==> config.mk <==
export PLATFORM = sky130hd
export DESIGN_NAME = pipe_hazard_ctrl
export DESIGN_NICKNAME = d
export VERILOG_FILES = /design/src/rtl/pipe_ctrl_pkg.sv /design/src/rtl/sat_counter.sv /design/src/rtl/pipe_hazard_ctrl.sv
export SDC_FILE = /design/constraint.sdc
export NUM_CORES = 1
export LEC_CHECK = 0
export ABC_CLOCK_PERIOD_IN_PS = 3000
export CORE_ASPECT_RATIO = 2
export CORE_MARGIN = 2
export CORE_UTILIZATION = 49
export CTS_CLUSTER_DIAMETER = 150
export DETAILED_ROUTE_END_ITERATION = 6
export GPL_TIMING_DRIVEN = 0
export PLACE_DENSITY = 0.89
export SKIP_CTS_REPAIR_TIMING = 1
export SLEW_MARGIN = 20
export SYNTH_ARGS = -nofsm -noshare
export SYNTH_HDL_FRONTEND = slang
export SYNTH_HIERARCHICAL = 1
export SYNTH_SLANG_ARGS = --single-unit
==> constraint.sdc <==
create_clock -name CLK -period 3 [get_ports CLK]
set_input_delay 0.45 -clock CLK [delete_from_list [all_inputs] [get_ports CLK]]
set_output_delay 0.45 -clock CLK [all_outputs]
set_load 0.01 [all_outputs]
==> src/rtl/pipe_ctrl_pkg.sv <==
// Shared definitions for the pipeline stall/flush controller: state
// encoding and register-index constants.
package pipe_ctrl_pkg;

  typedef enum logic [1:0] {
    ST_WARMUP   = 2'd0,
    ST_RUN      = 2'd1,
    ST_MEM_WAIT = 2'd2,
    ST_ILLEGAL  = 2'd3
  } state_e;

  localparam int unsigned REG_AW = 5;
  localparam logic [REG_AW-1:0] X0 = 5'd0;

endpackage

==> src/rtl/sat_counter.sv <==
// Saturating up-counter with synchronous clear. Clear and increment in the
// same cycle restart the count at one.
module sat_counter #(
  parameter int unsigned W = 8
) (
  input  logic         CLK,
  input  logic         CLR_N,
  input  logic         clr,
  input  logic         inc,
  output logic [W-1:0] cnt
);

  logic [W-1:0] cnt_q;
  logic [W-1:0] cnt_d;

  always_comb begin
    cnt_d = cnt_q;
    if (clr) begin
      cnt_d = W'(inc);
    end else if (inc && (cnt_q != '1)) begin
      cnt_d = cnt_q + 1'b1;
    end
  end

  // NOTE: sequential state uses non-blocking assignments so every flop
  // samples pre-edge values regardless of process evaluation order.
  always_ff @(posedge CLK) begin
    if (!CLR_N) begin
      cnt_q <= '0;
    end else begin
      cnt_q <= cnt_d;
    end
  end

  assign cnt = cnt_q;

endmodule

==> src/rtl/pipe_hazard_ctrl.sv <==
// Central stall/flush controller for the 5-stage pipeline: stage enables,
// bubble clears, post-reset warm-up and stall/flush performance counters.
module pipe_hazard_ctrl
  import pipe_ctrl_pkg::*;
#(
  parameter int unsigned WARMUP_CYCLES = 4,
  parameter int unsigned TIMEOUT       = 255,
  parameter int unsigned CNT_W         = 16
) (
  input  logic              CLK,
  input  logic              CLR_N,
  input  logic [REG_AW-1:0] id_rs1,
  input  logic [REG_AW-1:0] id_rs2,
  input  logic              id_use_rs1,
  input  logic              id_use_rs2,
  input  logic [REG_AW-1:0] ex_rd,
  input  logic              ex_mem_read,
  input  logic              ex_br_taken,
  input  logic              imem_ready,
  input  logic              dmem_req,
  input  logic              dmem_ready,
  output logic              pc_en,
  output logic              ifid_en,
  output logic              idex_en,
  output logic              exmem_en,
  output logic              memwb_en,
  output logic              ifid_clr,
  output logic              idex_clr,
  output logic              exmem_clr,
  output logic              memwb_clr,
  output logic [1:0]        state,
  output logic              mem_timeout,
  output logic [CNT_W-1:0]  stall_cnt,
  output logic [CNT_W-1:0]  flush_cnt
);

  localparam logic [3:0] WARM_INIT = 4'(WARMUP_CYCLES - 1);
  localparam logic [7:0] TMO_VAL   = 8'(TIMEOUT);

  state_e     state_q, state_d;
  logic [3:0] warm_q, warm_d;
  logic       mem_timeout_q, mem_timeout_d;
  logic [7:0] wait_cnt;

  logic mem_stall, load_use, tmo_hit;
  logic do_mem, do_run, br_flush;
  logic wait_clr, wait_inc;

  assign mem_stall = dmem_req && !dmem_ready;
  assign load_use  = ex_mem_read && (ex_rd != X0) &&
                     ((id_use_rs1 && (id_rs1 == ex_rd)) ||
                      (id_use_rs2 && (id_rs2 == ex_rd)));
  assign tmo_hit   = (state_q == ST_MEM_WAIT) && (wait_cnt == TMO_VAL);

  // NOTE: every output and next-state value gets a default before any
  // branch, so no path leaves a signal unassigned and no latch is inferred.
  always_comb begin
    pc_en     = 1'b1;
    ifid_en   = 1'b1;
    idex_en   = 1'b1;
    exmem_en  = 1'b1;
    memwb_en  = 1'b1;
    ifid_clr  = 1'b0;
    idex_clr  = 1'b0;
    exmem_clr = 1'b0;
    memwb_clr = 1'b0;
    state_d   = state_q;
    warm_d    = warm_q;
    do_mem    = 1'b0;
    do_run    = 1'b0;
    br_flush  = 1'b0;
    wait_clr  = 1'b1;
    wait_inc  = 1'b0;

    case (state_q)
      ST_WARMUP: begin
        {pc_en, ifid_en, idex_en, exmem_en, memwb_en} = '0;
        {ifid_clr, idex_clr, exmem_clr, memwb_clr}    = '1;
        if (warm_q == 4'd0) begin
          state_d = ST_RUN;
        end else begin
          warm_d = warm_q - 1'b1;
        end
      end
      ST_MEM_WAIT: begin
        if (mem_stall) begin
          do_mem   = 1'b1;
          wait_clr = 1'b0;
          wait_inc = 1'b1;
        end else begin
          // Release cycle: normal arbitration without the memory stall term.
          do_run  = 1'b1;
          state_d = ST_RUN;
        end
      end
      default: begin
        state_d = ST_RUN;
        if (mem_stall) begin
          do_mem = 1'b1;
          if (state_q == ST_RUN) begin
            state_d  = ST_MEM_WAIT;
            wait_inc = 1'b1;
          end
        end else begin
          do_run = 1'b1;
        end
      end
    endcase

    if (do_mem) begin
      {pc_en, ifid_en, idex_en, exmem_en} = '0;
      memwb_clr = 1'b1;
    end else if (do_run) begin
      if (ex_br_taken) begin
        ifid_clr = 1'b1;
        idex_clr = 1'b1;
        br_flush = 1'b1;
      end else if (load_use) begin
        pc_en    = 1'b0;
        ifid_en  = 1'b0;
        idex_clr = 1'b1;
      end else if (!imem_ready) begin
        pc_en    = 1'b0;
        ifid_clr = 1'b1;
      end
    end

    // Reset holds the pipeline frozen and cleared before the first edge lands.
    if (!CLR_N) begin
      {pc_en, ifid_en, idex_en, exmem_en, memwb_en} = '0;
      {ifid_clr, idex_clr, exmem_clr, memwb_clr}    = '1;
    end
  end

  assign mem_timeout_d = mem_timeout_q | tmo_hit;

  // NOTE: CLR_N is sampled on the clock edge only; it never appears in the
  // sensitivity list, so the reset path is fully synchronous.
  always_ff @(posedge CLK) begin
    if (!CLR_N) begin
      state_q       <= ST_WARMUP;
      warm_q        <= WARM_INIT;
      mem_timeout_q <= 1'b0;
    end else begin
      state_q       <= state_d;
      warm_q        <= warm_d;
      mem_timeout_q <= mem_timeout_d;
    end
  end

  sat_counter #(.W(CNT_W)) u_stall_cnt (
    .CLK   (CLK),
    .CLR_N (CLR_N),
    .clr   (1'b0),
    .inc   (!pc_en && (state_q != ST_WARMUP)),
    .cnt   (stall_cnt)
  );

  sat_counter #(.W(CNT_W)) u_flush_cnt (
    .CLK   (CLK),
    .CLR_N (CLR_N),
    .clr   (1'b0),
    .inc   (br_flush),
    .cnt   (flush_cnt)
  );

  sat_counter #(.W(8)) u_wait_cnt (
    .CLK   (CLK),
    .CLR_N (CLR_N),
    .clr   (wait_clr),
    .inc   (wait_inc),
    .cnt   (wait_cnt)
  );

  assign state       = state_q;
  assign mem_timeout = mem_timeout_q | tmo_hit;

endmodule
## After elaboration in Yosys (flattened, before gate mapping)

Cells that the tools add are included.

- Add/sub/neg operators: 4
- Eq/ne operators: 10
- Multiplexer cells: 48
- Bitwise operators: 3
- Reduce and logical (&&, ||, !) cells: 21

Operators with widths:

| cell | count |
|---|---|
| two-way mux 1 bit | 42 |
| adder 16 x 1 -> 16 bit (second input constant) | 2 |
| inequality test 16 bit (second input constant) | 2 |
| == test 5 bit | 2 |
| logical AND 1 bit | 10 |
| adder 8 x 1 -> 8 bit (second input constant) | 1 |
| == test 8 bit (second input constant) | 1 |
| two-way mux 2 bit | 4 |
| inequality test 8 bit (second input constant) | 1 |
| nonzero test 5 bit | 1 |
| zero test 4 bit | 1 |
| inequality test 2 bit (second input constant) | 2 |
| one-hot mux 2 bit (2 select lines) | 1 |
| AND reduction 2 bit | 2 |
| nonzero test 2 bit | 2 |
| subtractor 4 x 1 -> 4 bit (second input constant) | 1 |
| == test 2 x 1 -> 1 bit (second input constant) | 1 |
| == test 2 bit (second input constant) | 1 |
| zero test 1 bit | 2 |
| zero test 2 bit | 1 |
| inverter 1 bit | 2 |
| one-hot mux 1 bit (2 select lines) | 1 |
| OR reduction 2 bit | 1 |
| logical OR 1 bit | 1 |
| bitwise OR 1 bit | 1 |

- Register bits: 47
- Input port bits: 24
- Output and inout port bits: 44
- Logic and storage cells: 93

## Depth between registers and ports, before layout

- Depth after elaboration: 12
- Mapped depth: 12
- Mapped depth without buffers: 11

## By module

The synthesis kept the hierarchy.

Modules (own cells, without submodules):

| module | instances | cells an instance | area an instance (sq um) | seq. area each (sq um) |
|---|---|---|---|---|
| sat_counter at u_flush_cnt ... | 2 | 99 | 825.8 | 320.3 |
| pipe_hazard_ctrl | 1 | 72 | 573.0 | 140.1 |
| sat_counter at u_wait_cnt | 1 | 51 | 460.4 | 160.2 |

## Worst setup path before layout

Ideal clock, no wire load.

- Path type: register -> register
- From: register state_q[0] (netlist: state[0])
- To: register u_stall_cnt.cnt_q[9] (netlist: u_stall_cnt/cnt[9])
- Library setup time: 0.071 ns
- Arrival: 2.416 ns
- Required time: 2.929 ns
- Slack: 0.514 ns
- Cell stages (with the launch flop): 13
- Path buffers: 1
- Clock period less this slack: 2.486 ns
- Path through: dfxtp_1 or2_1 and2_4 inv_2 nor2_2 nand3_2 nor2_1 nor3_1 buf_2 nand3_1 or2_1 or4_1 a21oi_1

- Cells in the longest elaborated chain, start to end: 11
- Elaborated cells between the ends (all ways): 14

Ends and longest elaborated chain:

| element | line | source |
|---|---|---|
| start: declaration | pipe_hazard_ctrl.sv:40 | `state_e state_q, state_d;` |
| start signal: assignment | pipe_hazard_ctrl.sv:145 | `state_q <= state_d;` |
| zero test 2 bit | pipe_hazard_ctrl.sv:75 | `case (state_q)` |
| two-way mux 1 bit | pipe_hazard_ctrl.sv:75 |  |
| two-way mux 1 bit | pipe_hazard_ctrl.sv:122 | `end else if (!imem_ready) begin` |
| two-way mux 1 bit | pipe_hazard_ctrl.sv:118 | `end else if (load_use) begin` |
| two-way mux 1 bit | pipe_hazard_ctrl.sv:114 | `if (ex_br_taken) begin` |
| two-way mux 1 bit | pipe_hazard_ctrl.sv:113 | `end else if (do_run) begin` |
| two-way mux 1 bit | pipe_hazard_ctrl.sv:110 | `if (do_mem) begin` |
| two-way mux 1 bit | pipe_hazard_ctrl.sv:129 | `if (!CLR_N) begin` |
| zero test 1 bit | pipe_hazard_ctrl.sv:155 | `.inc (!pc_en && (state_q != ST_WARMUP)),` |
| logical AND 1 bit (*) | pipe_hazard_ctrl.sv:155 |  |
| logical AND 1 bit (*) | sat_counter.sv:20 | `end else if (inc && (cnt_q != '1)) begin` |
| end signal: assignment | sat_counter.sv:31 | `cnt_q <= cnt_d;` |
| end: declaration | sat_counter.sv:13 | `logic [W-1:0] cnt_q;` |

Mark *: on every way between the ends. The rest lies on a longest branch, timed or not.
A chain may end at the register's enable or synchronous reset.

## Worst setup path in the final report

- From: input ex_rd[1]
- To: output ifid_en

- Cells in the longest elaborated chain, start to end: 9
- Elaborated cells between the ends (all ways): 13

Ends and longest elaborated chain:

| element | line | source |
|---|---|---|
| start: declaration | pipe_hazard_ctrl.sv:16 | `input logic [REG_AW-1:0] ex_rd,` |
| == test 5 bit, on equally long branches | pipe_hazard_ctrl.sv:51, pipe_hazard_ctrl.sv:52 |  |
| logical AND 1 bit, on equally long branches | pipe_hazard_ctrl.sv:51, pipe_hazard_ctrl.sv:52 |  |
| logical OR 1 bit | pipe_hazard_ctrl.sv:51 | `((id_use_rs1 && (id_rs1 == ex_rd)) \|\|` |
| logical AND 1 bit (*) | pipe_hazard_ctrl.sv:50 | `assign load_use = ex_mem_read && (ex_rd != X0) &&` |
| two-way mux 1 bit (*) | pipe_hazard_ctrl.sv:118 |  |
| two-way mux 1 bit (*) | pipe_hazard_ctrl.sv:114 |  |
| two-way mux 1 bit (*) | pipe_hazard_ctrl.sv:113 |  |
| two-way mux 1 bit (*) | pipe_hazard_ctrl.sv:110 |  |
| two-way mux 1 bit (*) | pipe_hazard_ctrl.sv:129 |  |
| end: declaration | pipe_hazard_ctrl.sv:23 | `output logic ifid_en,` |

Marks and branches as above.

==> impl_metrics.toml <==
[run_status]
status = "finished, final reports clean"

[setup_path]
critPathArrivalTime_ns = 2.51
crit_path_end_kind = "output pin"
critPathKind = "primary input to output pin"
start_kind = "primary input"
crit_path_max_fanout = 4
cp_data_required_time_ns = 2.55

[detailed_routing]
drt_pre_antenna_iters = 5
routed_wl_mm = 7.22
wl_per_cell_um = 15.7
antenna_left = 0
drtIter0Drc = 142
drc_errors = 0
vias = 2791
viasPerCell = 6.05

[power]
vdd_drop_max_uv = 416
power_density_mw_per_mm2 = 366
p_leak_uw = 0.00117

[placed_design]
place_congestion = 0.811
dp_hpwl_mm = 5.54
pre_cts_slack_ns = -0.333
portBuffers = 67

[cts]
cts_inserted_buffers = 5
clock_latency_ns = 0.30
cts_max_level = 2
cts_root_buffer = "clkbuf_8"
clock-sinks = 47
path_clk_slew_ns = 0.08
cts_max_path_buffers = 2
tritoncts = "done"

[synth]
synth-async-reset-ratio = 0
yosysWarnings = 6
synth_area_mm2 = 0.00269
ys_types = 56
ys_seq_elements = 47
synth-main-ff-cell = "dfxtp_1"
synth_edf_count = 0
syn_inst = 321
ys_seq_area_frac = 0.350
avgSynthCellArea_um2 = 8.36

[global_route]
grt_max_degree = 21
gr-usage-met1 = 0.219
grt.busiest_layer = "met2"
antenna_found_initial = 0
grt_use_met2 = 0.497
gr-usage-met3 = 0.0380
grtUsageTotal = 0.241
grt-ovfl-total = 0
grt_pass1_vias = 2763
grt_pass1_wl_mm = 12.0

[sta]
hold_ws_ns = 0.490
setup_viol = 0
fmax_ghz = 0.338
hold_viol = 0
worstMarginPinSlew_ns = 0.641
min_period_ns = 2.96
finalClockSkew_ns = 0.00392
maxSlewViolCount = 0
setup_ws_ns = 0.0437
period_share = 0.985
slew_headroom = 0.572

[cells_and_area]
drive_above_1_share = 0.0748
final_nets = 428
fillCellCount = 449
multiInputGateArea_mm2 = 0.00167
antenna_cells = 0
area_growth_pct = 32.1
seq_area_um2 = 941

[floorplan]
fp.dieArea_mm2 = 0.00612
fp.dieH_um = 109
initial_core_util = 0.500
coreArea_mm2 = 0.00537
dieWidth_um = 56.3
num_rows = 38
ios = 68

[job]
drv_cap = 0

[min_path]
min-delay-path-class = "register to register"
==> synthesized netlist by cell type, drive strengths merged (2+ instances only) <==
| master | count | area share |
|---|---|---|
| o31a | 3 | 0.0098 |
| and4 | 4 | 0.013 |
| dfxtp | 47 | 0.35 |
| o41ai | 5 | 0.016 |
| o21a | 3 | 0.0084 |
| and2 | 6 | 0.015 |
| mux2 | 2 | 0.0084 |
| or4 | 5 | 0.017 |
| or3 | 4 | 0.0093 |
| buf | 5 | 0.015 |
| a211oi | 10 | 0.032 |
| o31ai | 3 | 0.010 |
| o21ai | 16 | 0.030 |
| nand4 | 14 | 0.037 |
| and3 | 8 | 0.019 |
| nand3b | 3 | 0.0084 |
| nor3 | 11 | 0.021 |
| a21oi | 16 | 0.030 |
| xor2 | 2 | 0.0065 |
| mux2i | 3 | 0.011 |
| nor2 | 18 | 0.026 |
| o22ai | 2 | 0.0070 |
| nand2 | 28 | 0.039 |
| or2 | 6 | 0.014 |
| nor4 | 7 | 0.021 |
| inv | 13 | 0.018 |
| and4b | 2 | 0.0075 |
| nor2b | 4 | 0.0093 |
| ha | 4 | 0.019 |
| a31oi | 15 | 0.035 |
| clkbuf | 2 | 0.0028 |
| nand2b | 8 | 0.019 |
| xnor2 | 12 | 0.039 |
| o311ai | 7 | 0.023 |
| nand3 | 17 | 0.037 |
==> registers in the layout, indices dropped and copies added, names as in the netlist <==
name / flops
mem_timeout_q: 1
state: 2
u_flush_cnt/cnt: 16
u_stall_cnt/cnt: 16
u_wait_cnt/cnt: 8
warm_q: 4
==> placed cells by master, fill, tap and decap left out, types with 4 or more instances in the layout <==
| cell type | netlist | layout |
|---|---|---|
| nand3_1 | 14 | 14 |
| and4_1 | 4 | 4 |
| or3_1 | 4 | 4 |
| clkbuf_8 | 0 | 5 |
| and3_1 | 8 | 8 |
| inv_1 | 10 | 10 |
| clkbuf_1 | 2 | 4 |
| nand2_1 | 28 | 28 |
| nor2_1 | 17 | 17 |
| and2_1 | 5 | 5 |
| a31oi_1 | 15 | 15 |
| nor3_1 | 11 | 11 |
| o311ai_1 | 5 | 5 |
| clkdlybuf4s50_1 | 0 | 64 |
| dfxtp_1 | 47 | 47 |
| xnor2_1 | 12 | 12 |
| a21oi_1 | 16 | 16 |
| o21ai_0 | 13 | 13 |
| a211oi_1 | 8 | 8 |
| nor4_1 | 5 | 5 |
| nand4_1 | 12 | 12 |
| nor2b_1 | 4 | 4 |
| ha_1 | 4 | 4 |
| conb_1 | 1 | 6 |
| o41ai_1 | 5 | 5 |
| or2_1 | 4 | 4 |
| nand2b_1 | 8 | 8 |
==> through the flow <==
step	total power [uW]	utilization	instances	setup TNS (ns)	instance area (um^2)
after floorplan	827	-	326	0	2700
after global placement	920	0.642	453	-1.74	3450
after detailed placement	933	0.642	453	-2.18	3450
after CTS	1310	0.657	461	-0.433	3530
after global routing	1370	0.660	461	-0.0342	3550
final	1300	0.660	461	0	3550
==> per-layer routing <==
layer  up-vias  wire, um
li1       1373         -
met1      1343      2530
met2        61      4280
met3        14       223
met4         0       180
met5         -         0
==> kinds of logic after synthesis <==
group | Yosys count | synth area share
other cells | 1 | 0.00140
buf+inv | 20 | 0.0359
flops | 47 | 0.350
xor+xnor | 14 | 0.0457
fa+ha+maj | 4 | 0.0186
simple gates | 146 | 0.315
compound gates | 84 | 0.213
mux | 5 | 0.0196
==> power breakdown <==
part	leakage, uW	total [uW]	internal [uW]	switching, uW
logic	0.000746	246	125	121
registers	0.000379	676	649	26.3
clock network	0.0000422	376	164	212
==> layout make-up <==
type	instances	share of cell area
Inverter	13	0.0138
Buffer	7	0.0141
Tap cell	60	0.0212
Sequential cell	47	0.265
Clock inverter	1	0.00141
Clock buffer	7	0.0215
Multi-Input combinational cell	259	0.472
Timing Repair Buffer	67	0.191
==> critical path, stage by stage <==
cell,delay (ns)
clkdlybuf4s50_1,0.47
or4_1,0.53
o21a_1,0.24
a31oi_1,0.22
clkdlybuf4s50_1,0.60
==> path summary, 6_finish.rpt <==
path,startpoint,endpoint,slack [ns],depth (start not counted)
worst min-delay path,u_wait_cnt/cnt[7]$_SDFFE_PP0P_,u_wait_cnt/cnt[7]$_SDFFE_PP0P_,0.49,2
worst min register to register,u_wait_cnt/cnt[7]$_SDFFE_PP0P_,u_wait_cnt/cnt[7]$_SDFFE_PP0P_,0.49,2
worst max-delay path,ex_rd[1],ifid_en,0.04,5
worst max register to register,state[0]$_SDFFE_PN0P_,u_stall_cnt/cnt[9]$_SDFFE_PP0P_,0.35,12
(Power assumes the default switching activity.)
